## src/rtl/booth_seq_multiplier.sv

```systemverilog
// rtl/booth_seq_multiplier.sv - sequential radix-2 Booth multiplier with valid/ready handshakes
//
// Purpose:
//   Multiplies two signed WIDTH-bit operands into a signed 2*WIDTH-bit product.
//   One multiplier bit pair is scanned per cycle.
//   Each Booth digit {-M, 0, +M} is shifted and added into an accumulator.
//
// Optional feature macro: BOOTH_EARLY_TERM_EN
//   When defined, RUN ends as soon as every remaining Booth digit is zero.
//   When undefined, RUN always lasts WIDTH cycles.
//
// Ports:
//   clk           in   1          single clock, rising edge
//   rst           in   1          synchronous, active-high reset
//   in_valid      in   1          operands valid
//   in_ready      out  1          block can accept operands (IDLE and not in reset)
//   multiplicand  in   WIDTH      signed M
//   multiplier    in   WIDTH      signed Q
//   out_valid     out  1          product valid (DONE)
//   out_ready     in   1          downstream accepts product
//   product       out  2*WIDTH    signed M*Q, held until the next RUN->DONE edge
//   busy          out  1          high in RUN

module booth_seq_multiplier #(
    parameter int WIDTH = 26
) (
    input  logic               clk,
    input  logic               rst,
    input  logic               in_valid,
    output logic               in_ready,
    input  logic [WIDTH-1:0]   multiplicand,
    input  logic [WIDTH-1:0]   multiplier,
    output logic               out_valid,
    input  logic               out_ready,
    output logic [2*WIDTH-1:0] product,
    output logic               busy
);

    localparam int PW = 2 * WIDTH;
    localparam int CW = (WIDTH > 1) ? $clog2(WIDTH) : 1;
    localparam logic [CW-1:0] LAST_CNT = CW'(WIDTH - 1);

    typedef enum logic [1:0] {
        IDLE = 2'd0,
        RUN  = 2'd1,
        DONE = 2'd2
    } state_t;

    state_t          state;
    state_t          state_next;

    logic [PW-1:0]   m_reg;
    logic [WIDTH-1:0] q_reg;
    logic            prev;
    logic [PW-1:0]   acc;
    logic [CW-1:0]   cnt;

    logic            q_bit;
    logic [PW-1:0]   m_shift;
    logic [PW-1:0]   acc_next;
    logic            last_iter;
    logic            finish;
    logic            accept;

    // Booth digit evaluation for the current bit pair {Q[cnt], prev}
    always_comb begin
        q_bit   = q_reg[cnt];
        m_shift = m_reg << cnt;
        case ({q_bit, prev})
            2'b01:   acc_next = acc + m_shift;
            2'b10:   acc_next = acc - m_shift;
            default: acc_next = acc;
        endcase
    end

    assign last_iter = (cnt == LAST_CNT);

`ifdef BOOTH_EARLY_TERM_EN
    // After shifting, bit 0 of rest is Q[cnt]^Q[cnt] = 0.
    // So the upper bits Q[WIDTH-1:cnt+1] all equal Q[cnt] exactly when rest[WIDTH-1:1] is zero.
    // In that case every remaining digit pair is 00 or 11 and contributes nothing.
    logic [WIDTH-1:0] rest;
    always_comb begin
        rest   = (q_reg ^ {WIDTH{q_bit}}) >> cnt;
        finish = last_iter | (rest[WIDTH-1:1] == '0);
    end
`else
    assign finish = last_iter;
`endif

    // Next-state and handshake outputs
    always_comb begin
        state_next = state;
        in_ready   = 1'b0;
        out_valid  = 1'b0;
        busy       = 1'b0;
        case (state)
            IDLE: begin
                in_ready = ~rst;
                if (in_valid && !rst) begin
                    state_next = RUN;
                end
            end
            RUN: begin
                busy = 1'b1;
                if (finish) begin
                    state_next = DONE;
                end
            end
            DONE: begin
                out_valid = 1'b1;
                if (out_ready) begin
                    state_next = IDLE;
                end
            end
            default: state_next = IDLE;
        endcase
    end

    assign accept = in_valid & in_ready;

    // State register and datapath
    always_ff @(posedge clk) begin
        if (rst) begin
            state   <= IDLE;
            m_reg   <= '0;
            q_reg   <= '0;
            prev    <= 1'b0;
            acc     <= '0;
            cnt     <= '0;
            product <= '0;
        end else begin
            state <= state_next;
            if (accept) begin
                m_reg <= {{WIDTH{multiplicand[WIDTH-1]}}, multiplicand};
                q_reg <= multiplier;
                prev  <= 1'b0;
                acc   <= '0;
                cnt   <= '0;
            end else if (state == RUN) begin
                acc  <= acc_next;
                prev <= q_bit;
                // cnt stops at the terminal value; it is reloaded on the next accept
                if (!last_iter) begin
                    cnt <= cnt + CW'(1);
                end
                if (finish) begin
                    product <= acc_next;
                end
            end
        end
    end

endmodule

```

## config.mk

```make
export PLATFORM = sky130hd
export DESIGN_NAME = booth_seq_multiplier
export DESIGN_NICKNAME = d
export VERILOG_FILES = /design/src/rtl/booth_seq_multiplier.sv
export SDC_FILE = /design/constraint.sdc
export NUM_CORES = 1
export LEC_CHECK = 0
export CORE_ASPECT_RATIO = 0.8
export CORE_MARGIN = 3
export CORE_UTILIZATION = 45
export CTS_CLUSTER_SIZE = 14
export DETAILED_ROUTE_END_ITERATION = 12
export SYNTH_ARGS = -nofsm -noshare
export SYNTH_HDL_FRONTEND = slang
export SYNTH_SLANG_ARGS = --single-unit
```

## constraint.sdc

```tcl
create_clock -name clk -period 20.6 [get_ports clk]
set_input_delay 4.12 -clock clk [delete_from_list [all_inputs] [get_ports clk]]
set_output_delay 4.12 -clock clk [all_outputs]
set_load 0.02 [all_outputs]
```

==> results of run 1 <==
-- cells by family (layout without fill, tap and decap cells) --
kind of cell | after synthesis | after routing | share of synthesized area, %
compound gates | 582 | 582 | 26.2
fa+ha+maj | 56 | 56 | 5.09
buf+inv | 166 | 187 | 5.19
flops | 164 | 164 | 23.6
simple gates | 659 | 659 | 21.2
mux | 126 | 126 | 12.8
xor+xnor | 94 | 94 | 5.92
-- stage by stage --
step	util (%)	hold WS (ns)	total power [W]	cells	instance area, um^2
2_1_floorplan	-	0.433	0.000602	1847	13900
3_3_place_gp	50.4	0.441	0.000692	2242	15000
3_5_place_dp	50.4	0.445	0.000693	2242	15000
4_1_cts	52.4	0.455	0.00103	2274	15600
5_1_grt	52.4	0.478	0.00109	2274	15600
6_report	52.4	0.453	0.00103	2274	15600
-- power by group --
part	switching, W	internal (W)
registers	0.0000134	0.000326
clock network	0.000155	0.000183
logic	0.000219	0.000134
-- synthesized netlist by cell type (5+ instances only) --
cell type	number	area, um^2
a2111oi_0	6	52.6
a211oi_1	55	413
a21o_1	44	330
a21oi_1	215	1080
a221oi_1	5	43.8
a22o_1	6	52.6
a311oi_1	5	43.8
a31oi_1	25	156
a32oi_1	8	70.1
a41oi_1	5	43.8
and2_1	11	68.8
and3_1	15	93.8
buf_1	15	56.3
buf_2	16	80.1
buf_4	7	52.6
buf_6	7	78.8
clkbuf_1	92	345
dfxtp_1	164	3280
ha_1	55	688
inv_1	28	105
mux2_2	25	282
mux2i_1	60	601
mux4_2	37	833
nand2_1	256	961
nand2b_1	17	106
nand3_1	27	135
nand4_1	11	68.8
nor2_1	220	826
nor2b_1	13	81.3
nor3_1	45	225
nor4_1	5	31.3
nor4b_1	5	43.8
o211ai_1	5	37.5
o21a_1	9	67.6
o21ai_0	113	566
o21bai_1	6	45.0
o22ai_1	9	56.3
o31ai_1	6	45.0
o32ai_1	5	43.8
or2_2	8	50.1
xnor2_1	45	394
xor2_1	49	429
-- worst max path at each step --
stage                     slack (ns)  start        to  depth (start not counted)
after global placement         11.10    rst  in_ready                          3
after floorplan                11.83    rst  in_ready                          1
after CTS                      11.06    rst  in_ready                          3
final                          11.08    rst  in_ready                          3
after detailed placement       11.07    rst  in_ready                          3
after global routing           11.02    rst  in_ready                          3
-- worst reg2reg max path: stages (launching register included) --
cell	delay, ns
dfxtp_2	0.69
buf_4	0.67
mux2i_1	0.39
o22ai_1	0.31
mux2_2	0.44
o21ai_0	0.26
nor4b_1	0.48
o21ai_1	0.39
o41ai_1	0.49
xnor2_1	0.22
ha_1	0.44
nand4_1	0.21
nor3_1	0.35
nand3_1	0.13
a2111oi_0	0.86
o31ai_1	0.27
a21oi_1	0.42
nor3_1	0.12
a311o_1	0.34
nor4_2	0.38
xor2_1	0.20
a21oi_1	0.08
-- layer usage --
metal  share of wire [%]  global-route usage (%)  up-vias
met5                   0                       0        -
met2                  42                    40.3      441
li1                    -                       -     6740
met3                 6.1                    4.34       41
met1                  51                    41.3     6603
met4                 1.3                    5.82        0
-- cell type report --
cell class | count | share of cell area, %
inverter | 29 | 0.696
timing repair buffer | 126 | 7.79
clock buffer | 19 | 2.77
sequential | 164 | 21.0
clock inverter | 13 | 1.04
multi-input combinational | 1517 | 63.4
tap | 406 | 3.25
==> flow_summary.ini, run 1 <==
[layout]
diodes = 0
most-common-layout-cells = nand2_1 (255), nor2_1 (219), a21oi_1 (215)
final_common_cell = nand2_1
drive_gt1_share_pct = 7.66
fin_nets = 1967
multiInputGateArea_mm2 = 0.00992
reg.largest.list = acc x52, product x52
ff_latch_area_mm2 = 0.00329
fillerInstances = 2943
area_delta_synth_final_pct = 12.5

[critical_path]
cp_top_family = buffers and inverters
endpoint_kind = primary output
critPathKind = primary input to primary output
r2r-start = cnt[1]$_SDFFE_PP0P_
r2r-end = product[51]$_SDFFE_PP0P_
worst-path-buf-inv = 2
slowest_stage = clkdlybuf4s50_1
r2r_cells = 21
arrival_ns = 5.40
r2r_slack_ns = 12.33
cp.required_ns = 16.48
cp_max_fo = 41
cp_cell_sequence = buf_4, nor3_1, clkdlybuf4s50_1
max_stage_delay_ns = 0.69
start_kind = primary input

[die]
num_rows = 56
initial_utilization_pct = 46.6
die_height_um = 163
io_pins = 111
dieArea_mm2 = 0.0331
core_mm2 = 0.0298
die_x_um = 203

[min_path]
hold_class = register to register
worstHoldPathCells = 2
min_from = q_reg[15]$_SDFFE_PP0P_
holdPathEnd = q_reg[15]$_SDFFE_PP0P_

[global_route]
grt_pass1_vias = 12600
grt_max_degree = 89
antenna_found_initial = 0
gr-total-overflow = 0
grt_use_total_pct = 27.2
grt_pass1_wl_um = 72100

[timing]
hold_viol = 0
period_needed_ns = 9.52
rsz0062_at_grt = false
post-route-period-util_pct = 46.2
tns_ns = 0
slew_viol_final = 0
fmax_ghz = 0.105
skew_ns = 0.0148
finalSetupViolCount = 0
worstMarginPinSlew_ns = 1.18
max_slew_margin_pct = 21.1
setup_slack_ns = 11.08

[drt]
finalWirelength_um = 45100
viasPerCell = 6.08
wire_per_inst_um = 19.8
drtAntennaViolNets = 0
drtIter0Drc = 1320
firstDrtPassIters = 5
drc_errors = 0
num_vias = 13800

[cts]
clkLatencyLatePin_ns = 0.45
cts_hold_buf = 0
ctsResizeCount = 0
cts_setup_buffers = 0
numCtsBuffers = 17
clockBufferDepth = 2
cts_tree = yes
clock-sinks = 164
cts.clk_slew.worst_paths_ns = 0.07
htree_levels = 4
ctsRootBufferMaster = clkbuf_16

[synthesis]
netlist_area_mm2 = 0.0139
seq_area_frac_synth_pct = 23.6
synthCells = 1847
synth_enable_flop_cells = 0
async_flop_share_pct = 0
ys_warn_count = 0
synth-seq-cells = 164
synth_nets = 1959
ys.flop_type = dfxtp_1
synth_cell_type_count = 84
avgSynthCellArea_um2 = 7.53

[placed_design]
port_buffers = 110
pre_cts_ws_ns = 11.07
place_congestion = 0.934
dp_hpwl_um = 33100

[outcome]
status = completed

[flow_run]
drv_cap = 0

[pwr]
vdd_drop_max_mv = 0.0569
p_leak_nw = 5.84
powerDensity_mw_per_mm2 = 66.0
Power figures use the tool's default switching activity.
==> inputs of run 2 (changes only) <==
--- a/config.mk
+++ b/config.mk
@@ -10,6 +10,7 @@
 export CORE_UTILIZATION = 45
 export CTS_CLUSTER_SIZE = 14
 export DETAILED_ROUTE_END_ITERATION = 12
+export PLACE_DENSITY = 0.67
 export SYNTH_ARGS = -nofsm -noshare
 export SYNTH_HDL_FRONTEND = slang
 export SYNTH_SLANG_ARGS = --single-unit
==> constraint.sdc (replaced) <==
create_clock -name clk -period 8.3 [get_ports clk]
set_input_delay 1.66 -clock clk [delete_from_list [all_inputs] [get_ports clk]]
set_output_delay 1.66 -clock clk [all_outputs]
set_load 0.02 [all_outputs]
==> run 2 against run 1 <==
Compared with the run above: sequential share of layout area is 0.082 points lower; wire length is 1.6% higher; final cell count is 0.35% higher; clock power is 140% higher; first-iteration DRC count is 7.8% higher; clock-buffer cell count stayed put; critical path type is now register to register; critical endpoint is now product[51]$_SDFFE_PP0P_.
==> flow_summary.ini, run 2 (synthesis results as in run 1) <==
[layout]
final_common_cell = nand2_1
ff_latch_area_mm2 = 0.00329
most-common-layout-cells = nand2_1 (255), nor2_1 (219), a21oi_1 (215)
reg.largest.list = acc x52, product x52
area_delta_synth_final_pct = 12.9
multiInputGateArea_mm2 = 0.00992
drive_gt1_share_pct = 8.10
diodes = 0
fin_nets = 1975
fillerInstances = 2995

[timing]
skew_ns = 0.0139
period_needed_ns = 7.65
post-route-period-util_pct = 92.2
fmax_ghz = 0.131
max_slew_margin_pct = 15.5
finalHoldWorstSlack_ns = 0.451
finalSetupViolCount = 0
worstMarginPinSlew_ns = 1.27
rsz0062_at_grt = false
slew_viol_final = 0
tns_ns = 0
hold_viol = 0

[cts]
ctsRootBufferMaster = clkbuf_16
numCtsBuffers = 17
cts_hold_buf = 0
clockBufferDepth = 2
htree_levels = 4
ctsResizeCount = 0
clock-sinks = 164
cts_tree = yes
cts.clk_slew.worst_paths_ns = 0.07
clkLatencyLatePin_ns = 0.45
cts_setup_buffers = 0

[critical_path]
endpoint_kind = register
cp_cell_sequence = mux2_2, mux4_2, mux2i_1, o21ai_1, nand4b_1, or4_1, nor2_1, o21ai_0, nor3_1, nor2_1, xnor2_1, ha_1, and4_1, and2_1, inv_1, a2111oi_1, o31ai_1, a21oi_1, nor2_1, a311o_1, nor4_2, xor2_1, a21oi_1
cp.required_ns = 8.60
r2r-start = cnt[3]$_SDFFE_PP0P_
arrival_ns = 7.95
r2r-end = product[51]$_SDFFE_PP0P_
r2r_cells = 23
crit_path_frequent_cell = nor2_1
r2r_slack_ns = 0.65
cp_top_family = simple AND/OR/NAND/NOR gates
start_kind = register
critPathKind = register to register
slowest_stage = dfxtp_2
cp_max_fo = 36
worst-path-buf-inv = 1
max_stage_delay_ns = 0.90

[flow_run]
drv_cap = 0

[pwr]
powerDensity_mw_per_mm2 = 161
p_leak_nw = 5.88
clkPwrFrac_pct = 32.2
p_int_w = 0.00158
seqPwrFrac_pct = 33.4
total_power_w = 0.00254
vdd_drop_max_mv = 0.151
switching_share_pct = 37.8
switchingPower_w = 0.000957
power_frac_comb_pct = 34.4

[global_route]
gr-max-usage-layer = met2
gr-usage-met1_pct = 40.3
grt_pass1_wl_um = 72700
grt_use_total_pct = 27.3
grt_max_degree = 93
gr-total-overflow = 0
antenna_found_initial = 0
grt_pass1_vias = 13000
grtUsageMet3_pct = 5.20
use_met2_pct = 40.6

[drt]
wire_per_inst_um = 20.1
firstDrtPassIters = 5
num_vias = 14100
drc_errors = 0
drtIter0Drc = 1423
drtAntennaViolNets = 0
finalWirelength_um = 45900
viasPerCell = 6.16

[die]
core_mm2 = 0.0298
die_x_um = 203
die_height_um = 163
dieArea_mm2 = 0.0331
io_pins = 111
num_rows = 56
initial_utilization_pct = 46.6

[placed_design]
place_congestion = 0.959
port_buffers = 110
dp_hpwl_um = 34300

[min_path]
worstHoldPathCells = 2
hold_class = register to register
min_from = q_reg[11]$_SDFFE_PP0P_
holdPathEnd = q_reg[11]$_SDFFE_PP0P_

[outcome]
status = completed
==> run 2: changes by cell type in the layout (fill, tap and decap cells not counted), sizes merged <==
cell,previous run,this run
buf,17,25
bufinv,2,1
clkinv,5,6
==> run 2: final cells by class <==
class | count | share of cell area [%]
inverter | 29 | 0.693
clock inverter | 13 | 0.892
sequential | 164 | 20.9
clock buffer | 19 | 2.82
timing repair buffer | 134 | 8.22
tap | 406 | 3.23
multi-input combinational | 1517 | 63.2
==> run 2: power by group through the flow <==
stage / Combinational (W) / Clock [W] / Sequential (W)
after CTS: 0.000859 / 0.000835 / 0.000845
final: 0.000872 / 0.000817 / 0.000847
after floorplan: 0.000652 / 0 / 0.000842
after detailed placement: 0.000855 / 0 / 0.000863
after global routing: 0.000958 / 0.000863 / 0.000850
after global placement: 0.000851 / 0 / 0.000863
==> run 2: how the worst max path moves through the flow <==
stage | from | to | slack (ns) | depth (start not counted)
3_3_place_gp | cnt[3]$_SDFFE_PP0P_ | product[51]$_SDFFE_PP0P_ | 0.95 | 23
4_1_cts | cnt[3]$_SDFFE_PP0P_ | product[51]$_SDFFE_PP0P_ | 0.57 | 23
6_report | cnt[3]$_SDFFE_PP0P_ | product[51]$_SDFFE_PP0P_ | 0.65 | 23
5_1_grt | cnt[1]$_SDFFE_PP0P_ | product[51]$_SDFFE_PP0P_ | 0.13 | 20
3_5_place_dp | cnt[3]$_SDFFE_PP0P_ | product[51]$_SDFFE_PP0P_ | 0.61 | 23
2_1_floorplan | cnt[0]$_SDFFE_PP0P_ | acc[51]$_SDFFE_PP0P_ | 1.28 | 30
==> run 2: layer usage <==
metal	share of wire, %	wire length (um)
met1	48	21900
met5	0	0
met3	7.9	3630
met2	42	19300
met4	2.3	1030
==> run 2: tightest hold or removal path, stage by stage, from the launching register on <==
cell	delay, ns
dfxtp_1	0.31
nand2_1	0.05
a21oi_1	0.05
==> run 2: stage by stage <==
stage / cells / worst slack [ns] / area, um^2 / utilization (%)
after CTS: 2282 / 0.574 / 15700 / 52.6
after global placement: 2250 / 0.948 / 15100 / 50.7
after global routing: 2282 / 0.134 / 15700 / 52.6
after floorplan: 1847 / 1.28 / 13900 / -
after detailed placement: 2250 / 0.611 / 15100 / 50.7
final: 2282 / 0.645 / 15700 / 52.6
